===== src/rtl/pulpemu_rst_seq.sv =====
`timescale 1ns/1ps
`default_nettype none
// +--------------------------------------------------------------------------+
// | Module      : pulpemu_rst_seq                                            |
// | Description : Reset sequencer for the FPGA emulation top. Waits for the  |
// |               clock wizard lock, debounces the FMC reset button, holds   |
// |               the SoC in reset for HOLD_CYCLES, then releases it and     |
// |               latches the boot strap at the moment of release.           |
// | Revision    : 1.0 - initial release                                      |
// +--------------------------------------------------------------------------+
// | Ports                                                                    |
// |   clk_i        in   1  single clock (pulp_soc_clk domain)                |
// |   rst_i        in   1  synchronous, active-high reset                    |
// |   pll_locked_i in   1  clock wizard lock (asynchronous)                  |
// |   ext_rst_ni   in   1  FMC reset button, active-low (async, bouncy)      |
// |   bootsel_i    in   1  boot strap, 0 = flash, 1 = JTAG (asynchronous)    |
// |   soc_rst_no   out  1  active-low SoC reset, dedicated flop              |
// |   bootsel_o    out  1  boot mode latched at release                      |
// |   rst_done_o   out  1  high while the SoC is running                     |
// |   rst_cause_o  out  2  last abort cause (PULPEMU_RST_CAUSE_EN only)      |
// |   rst_count_o  out  8  saturating count of aborts out of RUN            |
// |                         (PULPEMU_RST_CAUSE_EN only)                      |
// | Build option: define PULPEMU_RST_CAUSE_EN to add the reset-cause ports.  |
// +--------------------------------------------------------------------------+
module pulpemu_rst_seq #(
  parameter int HOLD_CYCLES     = 1024,
  parameter int DEBOUNCE_CYCLES = 256,
  parameter int SYNC_STAGES     = 2
) (
  input  logic       clk_i,
  input  logic       rst_i,
  input  logic       pll_locked_i,
  input  logic       ext_rst_ni,
  input  logic       bootsel_i,
  output logic       soc_rst_no,
  output logic       bootsel_o,
`ifdef PULPEMU_RST_CAUSE_EN
  output logic       rst_done_o,
  output logic [1:0] rst_cause_o,
  output logic [7:0] rst_count_o
`else
  output logic       rst_done_o
`endif
);

  localparam int c_HOLD_W = $clog2(HOLD_CYCLES + 1);
  localparam int c_DB_W   = $clog2(DEBOUNCE_CYCLES + 1);
  localparam logic [c_HOLD_W-1:0] c_HOLD_LAST = c_HOLD_W'(HOLD_CYCLES - 1);
  localparam logic [c_DB_W-1:0]   c_DB_LAST   = c_DB_W'(DEBOUNCE_CYCLES - 1);

  typedef enum logic [1:0] {
    ST_WAIT_LOCK = 2'd0,
    ST_HOLD      = 2'd1,
    ST_RUN       = 2'd2
  } state_t;

  // ---------------------------------------------------------------- sync
  logic [SYNC_STAGES-1:0] r_lock_sync;
  logic [SYNC_STAGES-1:0] r_btn_sync;
  logic [SYNC_STAGES-1:0] r_boot_sync;
  logic                   w_lock_s;
  logic                   w_btn_s;
  logic                   w_boot_s;

  // Button chain resets to 1 so a reset never looks like a press.
  always_ff @(posedge clk_i) begin
    if (rst_i) begin
      r_lock_sync <= '0;
      r_btn_sync  <= '1;
      r_boot_sync <= '0;
    end else begin
      r_lock_sync <= {r_lock_sync[SYNC_STAGES-2:0], pll_locked_i};
      r_btn_sync  <= {r_btn_sync[SYNC_STAGES-2:0],  ext_rst_ni};
      r_boot_sync <= {r_boot_sync[SYNC_STAGES-2:0], bootsel_i};
    end
  end

  assign w_lock_s = r_lock_sync[SYNC_STAGES-1];
  assign w_btn_s  = r_btn_sync[SYNC_STAGES-1];
  assign w_boot_s = r_boot_sync[SYNC_STAGES-1];

  // ------------------------------------------------------------ debounce
  logic              r_btn_db;   // 1 = released
  logic [c_DB_W-1:0] r_db_cnt;
  logic              w_btn_pressed;

  // The counter measures how long btn_s has disagreed with the debounced
  // state; any agreement restarts the measurement.
  always_ff @(posedge clk_i) begin
    if (rst_i) begin
      r_btn_db <= 1'b1;
      r_db_cnt <= '0;
    end else if (w_btn_s == r_btn_db) begin
      r_db_cnt <= '0;
    end else if (r_db_cnt == c_DB_LAST) begin
      r_btn_db <= w_btn_s;
      r_db_cnt <= '0;
    end else begin
      r_db_cnt <= r_db_cnt + 1'b1;
    end
  end

  assign w_btn_pressed = ~r_btn_db;

  // ----------------------------------------------------------------- FSM
  state_t                r_state;
  state_t                w_state_nxt;
  logic [c_HOLD_W-1:0]   r_hold_cnt;
  logic [c_HOLD_W-1:0]   w_hold_cnt_nxt;
  logic                  r_soc_rst_n;
  logic                  w_soc_rst_n_nxt;
  logic                  r_rst_done;
  logic                  w_rst_done_nxt;
  logic                  r_bootsel;
  logic                  w_bootsel_nxt;
  logic                  w_abort;

  assign w_abort = ~w_lock_s | w_btn_pressed;

  always_ff @(posedge clk_i) begin
    if (rst_i) begin
      r_state     <= ST_WAIT_LOCK;
      r_hold_cnt  <= '0;
      r_soc_rst_n <= 1'b0;
      r_rst_done  <= 1'b0;
      r_bootsel   <= 1'b0;
    end else begin
      r_state     <= w_state_nxt;
      r_hold_cnt  <= w_hold_cnt_nxt;
      r_soc_rst_n <= w_soc_rst_n_nxt;
      r_rst_done  <= w_rst_done_nxt;
      r_bootsel   <= w_bootsel_nxt;
    end
  end

  always_comb begin
    w_state_nxt     = r_state;
    w_hold_cnt_nxt  = r_hold_cnt;
    w_soc_rst_n_nxt = r_soc_rst_n;
    w_rst_done_nxt  = r_rst_done;
    w_bootsel_nxt   = r_bootsel;
    case (r_state)
      ST_WAIT_LOCK: begin
        if (w_lock_s && !w_btn_pressed) begin
          w_state_nxt    = ST_HOLD;
          w_hold_cnt_nxt = '0;
        end
      end
      ST_HOLD: begin
        // Abort wins over release when both fall on the last hold cycle.
        if (w_abort) begin
          w_state_nxt     = ST_WAIT_LOCK;
          w_soc_rst_n_nxt = 1'b0;
          w_rst_done_nxt  = 1'b0;
        end else if (r_hold_cnt == c_HOLD_LAST) begin
          w_state_nxt     = ST_RUN;
          w_soc_rst_n_nxt = 1'b1;
          w_rst_done_nxt  = 1'b1;
          w_bootsel_nxt   = w_boot_s;
        end else begin
          w_hold_cnt_nxt  = r_hold_cnt + 1'b1;
        end
      end
      ST_RUN: begin
        if (w_abort) begin
          w_state_nxt     = ST_WAIT_LOCK;
          w_soc_rst_n_nxt = 1'b0;
          w_rst_done_nxt  = 1'b0;
        end
      end
      default: begin
        // Unused encoding: fall back to the safe, reset-asserted state.
        w_state_nxt     = ST_WAIT_LOCK;
        w_soc_rst_n_nxt = 1'b0;
        w_rst_done_nxt  = 1'b0;
      end
    endcase
  end

  assign soc_rst_no = r_soc_rst_n;
  assign rst_done_o = r_rst_done;
  assign bootsel_o  = r_bootsel;

`ifdef PULPEMU_RST_CAUSE_EN
  // ---------------------------------------------------------- reset cause
  logic [1:0] r_cause;
  logic [7:0] r_count;

  always_ff @(posedge clk_i) begin
    if (rst_i) begin
      r_cause <= 2'b00;
      r_count <= 8'd0;
    end else if (w_abort && (r_state == ST_HOLD || r_state == ST_RUN)) begin
      // Lock loss takes priority when both abort sources coincide.
      r_cause <= (!w_lock_s) ? 2'b01 : 2'b10;
      if (r_state == ST_RUN && r_count != 8'hFF) begin
        r_count <= r_count + 8'd1;
      end
    end
  end

  assign rst_cause_o = r_cause;
  assign rst_count_o = r_count;
`endif

endmodule
`default_nettype wire


===== config.mk =====
export PLATFORM = sky130hd
export DESIGN_NAME = pulpemu_rst_seq
export DESIGN_NICKNAME = d
export VERILOG_FILES = /design/src/rtl/pulpemu_rst_seq.sv
export SDC_FILE = /design/constraint.sdc
export NUM_CORES = 1
export LEC_CHECK = 0
export CORE_AREA = 2 2 59 61
export CTS_BUF_LIST = sky130_fd_sc_hd__clkbuf_8
export DETAILED_ROUTE_END_ITERATION = 16
export DIE_AREA = 0 0 61 63
export SLEW_MARGIN = 10
export SYNTH_ARGS = -nofsm -noshare
export SYNTH_HDL_FRONTEND = slang
export SYNTH_SLANG_ARGS = --single-unit

===== constraint.sdc =====
create_clock -name clk_i -period 4.7 [get_ports clk_i]
set_clock_uncertainty 0.2 [all_clocks]
set_input_delay 0.705 -clock clk_i [delete_from_list [all_inputs] [get_ports clk_i]]
set_output_delay 0.705 -clock clk_i [all_outputs]
set_load 0.005 [all_outputs]

==> flow_metrics.tcl <==
set metrics [dict create \
    path_buf_inv 1 \
    diodes 0 \
    status "finished clean" \
    crit_required_ns 4.72 \
    antenna_left 0 \
    fin_crit_sh_pct 50.05 \
    antenna_found_initial 0 \
    syn_inst 150 \
    areaGrowthSynthToFinish_pct 13.76 \
    ys_ff_latch 31 \
    final_cell_mix "31 x dfxtp_1, 12 x nor2_1, 11 x a21oi_1" \
    ys_warn_count 0 \
    drtIter0Drc 36 \
    cts_buffers 5 \
    initial_core_util_pct 42.20 \
    totalPowerFinal_mw 0.5107 \
    worst_slack_ns 2.348 \
    pre_cts_ws_ns 2.078 \
    routed_wl_um 2691 \
    place_inst 196 \
    worstPathArrival_ns 2.37 \
    grt_pass1_wl_um 4878 \
    tightest_slew_ns 0.8146 \
    yosys_most_used_dff "dfxtp_1" \
    root_buffer "clkbuf_8" \
    switchingPower_mw 0.1080 \
    worst_setup_path_end_kind "flop" \
    seq_area_um2 620.6 \
    synth_top_area_share_pct 45.50 \
    multi_input_area_um2 695.7 \
    clock_power_share_pct 45.1 \
    cts_hold_buffers 0 \
    crit_chain "clkdlybuf4s50_1 > or3_1 > a21oi_1" \
    clk_pin_slew_ns 0.06 \
    final_cells 204 \
    gr-usage-all-layers_pct 16.95 \
    cts_setup_buffers 0 \
    drt-wirelength-per-cell_um 13.19 \
    dp_hpwl_um 1793 \
    gp_congestion 0.7588 \
    cp_max_fo 23 \
    rsz0062_at_grt "false" \
    rows 21 \
    drc 0 \
    portBuffers 7 \
    final_hold_viol_count 0 \
    grt_max_degree 24 \
    coreArea_um2 3232 \
    die_h_um 63 \
    maxCapViolCount 0 \
    maxSlewHeadroom_pct 45.53 \
    timing.final.setup_violations 0 \
    clkLatencyLatePin_ns 0.29 \
    drive_gt1_share_pct 8.228 \
    cts.repair.resized 0 \
    hp-class "flop to flop" \
    comb_power_share_pct 2.6 \
    period_minus_slack_ns 2.352 \
    critPathTopFamily "buffers and inverters" \
    synth_edf_count 0 \
    grt_pass1_vias 1037 \
    die_w_um 61 \
    yosysUniqueCellTypes 39 \
    die_area_um2 3843 \
    route.vias.total 1127 \
    layout.nets 165 \
    grt_overflow_total 0 \
    cts_buffer_depth 2 \
    yosys-top-cells-area "dfxtp_1 46%, a21oi_1 4.0%, nor2_1 3.3%" \
    layout_commonest_cell "dfxtp_1" \
    p_int_mw 0.4027 \
    cts_tree "built" \
    async_flop_share_pct 0 \
    peakVddDrop_uv 183.0 \
    fillers 328 \
    fmax_mhz 425.1 \
    syn-cell-area_um2 1364 \
    cts_num_sinks 31 \
    cp-start-kind "input port" \
    leakage_nw 0.5280 \
    power_density_nw_per_um2 329.2 \
    swShare_pct 21.15 \
    htree_num_levels 2 \
    power_frac_seq_pct 52.3 \
    fin_tns_setup_ns 0 \
    ios 8 \
    synth_top_area_cell "dfxtp_1" \
    syn_avg_cell_area_um2 9.092 \
    yosysSeqAreaShare_pct 45.50 \
    crit_slowest_cell "clkdlybuf4s50_1" \
    vias_per_cell 5.525 \
    max_stage_delay_ns 0.83 \
    dr.pass1.iters 4 \
    drv_slew 0 \
    crit_type "input port to flop" \
    synth_nets 158 \
]
-- synthesized netlist by cell type, types with 2 or more instances --
library cell  instances
a21oi_1              11
a311oi_1              3
a31oi_1               5
and3_1                5
buf_2                 2
clkbuf_1              3
dfxtp_1              31
ha_1                  3
inv_1                 2
nand2_1              10
nand3_1               5
nand3_2               2
nand4_1               2
nor2_1               12
nor2b_1               7
nor3_1                7
o21ai_0               6
o21ai_1               2
o31ai_1               2
or2_1                 2
or3_1                 4
or4_1                 3
xnor2_1               4
xor2_1                2
-- area by class of cell --
cell class / instances / share of cell area, %
multi-input cells: 110 / 44.84
flip-flops and latches: 31 / 40.00
clock buffers: 7 / 6.210
repair buffers: 7 / 4.516
well taps: 46 / 3.710
inverters: 2 / 0.4839
clock inverters: 1 / 0.2419
-- cell families (layout without fill, tap and decap cells) --
family	after synthesis	count (layout)	share of synthesized area, %
simple gates	69	69	30.28
flops	31	31	45.50
compound gates	32	32	14.13
buf+inv	9	17	3.487
fa+ha+maj	3	3	2.753
xor+xnor	6	6	3.853
-- per-stage QoR --
stage / cell area (um2) / hold WS (ns) / util (%)
2_1_floorplan: 1364 / 0.1832 / -
3_3_place_gp: 1451 / 0.1945 / 44.91
3_5_place_dp: 1451 / 0.2020 / 44.91
4_1_cts: 1551 / 0.2211 / 48.01
5_1_grt: 1551 / 0.2235 / 48.01
6_report: 1551 / 0.2147 / 48.01
-- flip-flops by register name, indices dropped and copies added (netlist names) --
signal       flops
r_boot_sync      2
r_lock_sync      2
r_btn_sync       2
r_hold_cnt      11
rst_done_o       1
r_btn_db         1
bootsel_o        1
r_state          2
r_db_cnt         9
-- power groups by stage --
| stage | Combinational, mW | Sequential, mW | Clock [mW] |
|---|---|---|---|
| floorplan | 0.00904 | 0.273 | 0 |
| global placement | 0.0129 | 0.273 | 0 |
| detailed placement | 0.0131 | 0.273 | 0 |
| CTS | 0.0132 | 0.267 | 0.236 |
| global route | 0.0146 | 0.267 | 0.247 |
| finish | 0.0132 | 0.267 | 0.230 |
-- worst paths after layout --
kind	start	to	slack [ns]	cells after the start
setup / recovery	rst_i	r_db_cnt[6]$_SDFF_PP0_	2.35	3
hold / removal	r_btn_sync[0]$_SDFF_PP1_	r_btn_sync[1]$_SDFF_PP1_	0.21	1
setup reg to reg	r_hold_cnt[0]$_SDFFE_PP0P_	r_hold_cnt[5]$_SDFFE_PP0P_	2.45	5
hold reg to reg	r_btn_sync[0]$_SDFF_PP1_	r_btn_sync[1]$_SDFF_PP1_	0.21	1
-- metal layers --
metal | vias to the layer above | global-route usage [%] | routed length (um)
met1 | 525 | 23.52 | 1266
met4 | 0 | 8.696 | 61
met5 | - | 0 | 0
li1 | 558 | - | -
met2 | 37 | 23.25 | 1211
met3 | 7 | 5.176 | 152
(Power assumes the default switching activity.)
